<file path="src/rtl/an_bus_pkg.sv">
// an_bus_pkg: anode codes, capture FSM states and anode decode helpers shared by the display bus blocks.
package an_bus_pkg;
    localparam logic [3:0] AN_D3    = 4'b0111;
    localparam logic [3:0] AN_D2    = 4'b1011;
    localparam logic [3:0] AN_D1    = 4'b1101;
    localparam logic [3:0] AN_D0    = 4'b1110;
    localparam logic [3:0] AN_BLANK = 4'b1111;

    typedef enum logic [1:0] {WAIT_D3, WAIT_D2, WAIT_D1, WAIT_D0} state_t;

    function automatic logic an_is_digit(input logic [3:0] an);
        return an == AN_D3 || an == AN_D2 || an == AN_D1 || an == AN_D0;
    endfunction

    function automatic logic [1:0] an_pos(input logic [3:0] an);
        return an == AN_D3 ? 2'd3 : an == AN_D2 ? 2'd2 : an == AN_D1 ? 2'd1 : 2'd0;
    endfunction

    // Active-low one-hot code selecting digit n.
    function automatic logic [3:0] an_code(input logic [1:0] n);
        return ~(4'b0001 << n);
    endfunction
endpackage

</file>
<file path="src/rtl/an_gap_timer.sv">
// an_gap_timer: counts consecutive enabled cycles; expired fires on the GAP_MAX-th one and restarts the count.
module an_gap_timer #(
    parameter int GAP_MAX = 15,
    parameter int GAP_W   = 8
) (
    input  logic clk,
    input  logic reset,
    input  logic clr,
    input  logic en,
    output logic expired
);
    logic [GAP_W-1:0] cnt;

    assign expired = en && !clr && cnt == GAP_W'(GAP_MAX - 1);

    always_ff @(posedge clk) begin
        if (!reset || clr || expired)
            cnt <= '0;
        else if (en && cnt != GAP_W'(GAP_MAX - 1))
            cnt <= cnt + 1'b1;
    end
endmodule

</file>
<file path="src/rtl/an_frame_capture.sv">
// an_frame_capture: rebuilds {D3,D2,D1,D0} frames from a multiplexed display bus.
// Captures each digit on an anode change, flags ordering, illegal-anode and gap violations.
module an_frame_capture
    import an_bus_pkg::*;
#(
    parameter int GAP_MAX = 15,
    parameter int GAP_W   = 8
) (
    input  logic        clk,
    input  logic        reset,
    input  logic [3:0]  an,
    input  logic [3:0]  digit,
    output logic [15:0] message,
    output logic        frame_valid,
    output logic        frame_err,
    output logic        busy
);
    state_t      state;
    logic [3:0]  prev_an;
    logic [15:0] shadow;
    logic        cap;
    logic        bad;
    logic        expired;

    assign cap  = an_is_digit(an) && an != prev_an;
    assign bad  = !an_is_digit(an) && an != AN_BLANK;
    assign busy = state != WAIT_D3;

    an_gap_timer #(.GAP_MAX(GAP_MAX), .GAP_W(GAP_W)) u_gap (
        .clk     (clk),
        .reset   (reset),
        .clr     (!busy || an != AN_BLANK),
        .en      (busy && an == AN_BLANK),
        .expired (expired)
    );

    always_ff @(posedge clk) begin
        if (!reset) begin
            state       <= WAIT_D3;
            prev_an     <= AN_BLANK;
            shadow      <= '0;
            message     <= '0;
            frame_valid <= 1'b0;
            frame_err   <= 1'b0;
        end else begin
            prev_an     <= an;
            frame_valid <= 1'b0;
            frame_err   <= 1'b0;
            if (state == WAIT_D3) begin
                if (cap && an == AN_D3) begin
                    shadow <= {digit, 12'h000};
                    state  <= WAIT_D2;
                end
            end else if (bad || expired) begin
                frame_err <= 1'b1;
                shadow    <= '0;
                state     <= WAIT_D3;
            end else if (cap && an == an_code(~state)) begin
                if (state == WAIT_D0) begin
                    message     <= {shadow[15:4], digit};
                    frame_valid <= 1'b1;
                    shadow      <= '0;
                    state       <= WAIT_D3;
                end else begin
                    shadow[{an_pos(an), 2'b00} +: 4] <= digit;
                    state <= state_t'(state + 2'd1);
                end
            end else if (cap) begin
                // An early D3 restarts assembly rather than being lost.
                frame_err <= 1'b1;
                shadow    <= an == AN_D3 ? {digit, 12'h000} : 16'h0000;
                state     <= an == AN_D3 ? WAIT_D2 : WAIT_D3;
            end
        end
    end
endmodule

</file>
<file path="config.mk">
export PLATFORM = sky130hd
export DESIGN_NAME = an_frame_capture
export DESIGN_NICKNAME = d
export VERILOG_FILES = /design/src/rtl/an_bus_pkg.sv /design/src/rtl/an_gap_timer.sv /design/src/rtl/an_frame_capture.sv
export SDC_FILE = /design/constraint.sdc
export NUM_CORES = 1
export LEC_CHECK = 0
export ABC_CLOCK_PERIOD_IN_PS = 8900
export CORE_MARGIN = 3
export CORE_UTILIZATION = 28
export DETAILED_ROUTE_END_ITERATION = 10
export PLACE_DENSITY = 0.54
export RECOVER_POWER = 25
export SYNTH_ARGS = -nofsm -noshare
export SYNTH_HDL_FRONTEND = slang
export SYNTH_HIERARCHICAL = 1
export SYNTH_SLANG_ARGS = --single-unit
</file>
<file path="constraint.sdc">
create_clock -name clk -period 8.9 [get_ports clk]
set_clock_uncertainty 0.1 [all_clocks]
set_input_delay 0.89 -clock clk [delete_from_list [all_inputs] [get_ports clk]]
set_output_delay 0.89 -clock clk [all_outputs]
set_load 0.02 [all_outputs]
</file>
==> impl_metrics.csv <==
group,metric,value,unit
cts,cts-resized-gates,0,
detailed_routing,drt_iter0_drc,81,
cts,clk_latency,0.30,ns
floorplanning,fp.dieH,94.13,microns
timing,fin_crit,4.032,ns
logic_synthesis,synth_common_cells,"44 x dfxtp_1, 41 x nand2_1, 20 x mux2i_1",
outcome,status,"finished, violations left",
setup_path,crit_arrival,4.14,ns
timing,whs,0.3601,ns
place,io_buffers,28,
logic_synthesis,synthTopCellsByArea,"dfxtp_1 41%, mux2i_1 9.2%, nand2_1 7.1%",
setup_path,r2r-start,"state[0]$_SDFFE_PN0P_",
cts,cts_setup_buffers,0,
detailed_routing,vias,1660,
timing,rsz0062_at_grt,"false",
logic_synthesis,seq_area_frac_synth,40.51,%
floorplanning,initial_core_util,29.35,%
setup_path,cp_slowest_cell,"nand3_1",
logic_synthesis,syn_area,2175,sq um
logic_synthesis,async_flop_share,0,%
logic_synthesis,synth_cells,230,
timing,worst_slew_pin_slew,1.977,ns
cts,cts_sinks,44,
layout,final_nets,270,
global_route,grt_pass1_vias,1616,
layout,fin_cells,352,
outcome,violations,"max-capacitance violations, max-slew violations",
setup_path,cp_slowest_stage_delay,0.77,ns
layout,drive_gt1_share,8.300,%
cts,hold_buffers,0,
logic_synthesis,synth_seq_cells,44,
setup_path,reg2reg_to,"message[8]$_SDFFE_PN0P_",
logic_synthesis,yosysUniqueCellTypes,48,
place,dp.final_hpwl,3.184,mm
cts,h-tree-depth,2,
global_route,grt_pass1_wl,7.721,mm
place,dp_cells,344,
setup_path,setup.worst_path.end_class,"register",
logic_synthesis,netlist.area_leader.share,40.51,%
worst_hold_path,whs_path_depth,2,
timing,max_freq,248.0,MHz
global_route,overflow,0,
global_route,grt_start_max_net_pins,45,
setup_path,r2r_cells,10,
logic_synthesis,yosysMostFrequentCell,"dfxtp_1",
setup_path,crit_path_max_fanout,17,
detailed_routing,drtAntennaViolNets,0,
timing,min_period_over_period,45.31,%
power,power.density,156.1,nW/um^2
cts,cts_tree,"done",
floorplanning,ios,29,
timing,finalSetupViolations,0,
detailed_routing,post_drt_wl_per_cell,12.97,microns
detailed_routing,drt_pass1_iterations,4,
layout,fillCellCount,758,
cts,clk_path_buf_depth,2,
logic_synthesis,ys.flop_type,"dfxtp_1",
timing,hold_viol,0,
worst_hold_path,hp-class,"reg -> reg",
floorplanning,chipWidth,94.13,microns
flow_run,cap_viol_max_count,1,
detailed_routing,drt_wl_total,4.567,mm
worst_hold_path,min-delay-start,"message[9]$_SDFFE_PN0P_",
place,routabilityCongestion,0.7168,
floorplanning,rows,31,
cts,clkTransAtPathRegs,0.08,ns
setup_path,critical_path_required,9.01,ns
power,p_total,0.4071,mW
logic_synthesis,yosysTopAreaCell,"dfxtp_1",
setup_path,critPathLaunchType,"input pin",
power,power.leakage,1.072,nW
logic_synthesis,ys_warn_count,6,
layout,area_delta_synth_final,19.91,%
logic_synthesis,synth_nets,248,
power,ir_drop,54.69,uV
logic_synthesis,avgSynthCellArea,9.455,sq um
layout,diodes,0,
detailed_routing,vias_per_cell,4.716,
timing,slew-limit-headroom,-31.82,%
cts,cts-buffers-inserted,5,
global_route,track_usage,11.03,%
detailed_routing,route.detailed.drc,0,
worst_hold_path,min_to,"message[9]$_SDFFE_PN0P_",
timing,finalSetupTns,0,ns
logic_synthesis,synth_edf_count,0,
setup_path,critical_path_class,"in -> reg",
setup_path,r2r_slack,5.42,ns
floorplanning,core-area,7408,sq um
floorplanning,die_area,8860,sq um
setup_path,crit_chain,"clkdlybuf4s50_1 > nand2_1 > or3_1 > inv_1 > inv_2 > nor4_1 > a21o_1 > nor2_4 > nand3_1 > mux2i_1",
cts,cts_root_buf,"clkbuf_8",
timing,finalMaxSlewViolations,45,
global_route,antenna_found_initial,0,
cells in the final DEF (no fill, tap or decap), types with 5 or more instances in the layout:
| master | count |
|---|---|
| nand3_1 | 7 |
| dfxtp_1 | 44 |
| o22ai_1 | 8 |
| inv_1 | 10 |
| a21oi_1 | 5 |
| ha_1 | 8 |
| clkbuf_8 | 6 |
| dlygate4sd3_1 | 12 |
| mux2i_1 | 20 |
| nand2_1 | 41 |
| clkdlybuf4s50_1 | 16 |
| xor2_1 | 9 |
| or3_1 | 5 |
| nand4_1 | 6 |
worst max path at each step:
stage                from                  endpoint  slack, ns  cells after the start
floorplan           an[0]   shadow[12]$_SDFFE_PN0P_       5.80                     11
global placement    an[1]  message[13]$_SDFFE_PN0P_       4.62                     10
global route        an[1]   message[3]$_SDFFE_PN0P_       4.52                     10
finish              an[1]   message[8]$_SDFFE_PN0P_       4.87                     10
detailed placement  an[1]   message[8]$_SDFFE_PN0P_       4.53                     10
CTS                 an[1]   message[8]$_SDFFE_PN0P_       4.84                     10
where the power goes:
part	leakage, nW	total (mW)	switching, mW	internal (mW)
Clock	0.0614	0.164	0.0717	0.0919
Sequential	0.356	0.201	0.00132	0.200
Combinational	0.655	0.0426	0.0252	0.0174
critical path: cells and delay by family:
family | cells | cell delay (ns)
simple gates | 5 | 1.64
mux | 1 | 0.27
buf+inv | 3 | 1.09
compound gates | 1 | 0.24
final cells by class:
cell class	instances	area [sq um]	share of cell area, %
Multi-Input combinational cell	161	1156	44.34
Sequential cell	44	880.8	33.78
Timing Repair Buffer	29	284.0	10.89
Tap cell	99	123.9	4.750
Clock buffer	6	82.58	3.167
Inverter	11	41.29	1.583
Clock inverter	2	38.79	1.488
stage by stage:
| step | setup slack [ns] | instance area (sq um) | util (%) |
|---|---|---|---|
| 2_1_floorplan | 5.802 | 2175 | - |
| 3_3_place_gp | 4.619 | 2490 | 33.61 |
| 3_5_place_dp | 4.528 | 2490 | 33.61 |
| 4_1_cts | 4.837 | 2611 | 35.25 |
| 5_1_grt | 4.520 | 2608 | 35.20 |
| 6_report | 4.868 | 2608 | 35.20 |
flip-flops by register name, summed over array words and instances, names as in the netlist:
register and flops:
shadow 12, message 16, u_gap/cnt 8, frame_err 1, frame_valid 1, prev_an 4, state 2
cells by family (layout without fill, tap and decap cells):
| kind of cell | count (synthesis) | after routing | share of synthesized area (%) |
|---|---|---|---|
| compound gates | 35 | 35 | 12.60 |
| xor+xnor | 10 | 10 | 4.028 |
| fa+ha+maj | 8 | 8 | 4.603 |
| buf+inv | 25 | 48 | 6.329 |
| flops | 44 | 44 | 40.51 |
| mux | 21 | 21 | 9.724 |
| simple gates | 87 | 87 | 22.21 |
routing by layer:
layer | routed length, microns | up-vias | part of all wire [%] | GRT usage [%]
li1 | - | 862 | - | -
met1 | 2362 | 766 | 52 | 15.20
met2 | 1988 | 28 | 44 | 16.32
met3 | 162 | 4 | 3.5 | 3.125
met4 | 53 | 0 | 1.2 | 3.971
met5 | 0 | - | 0 | 0
(Power assumes the default switching activity.)
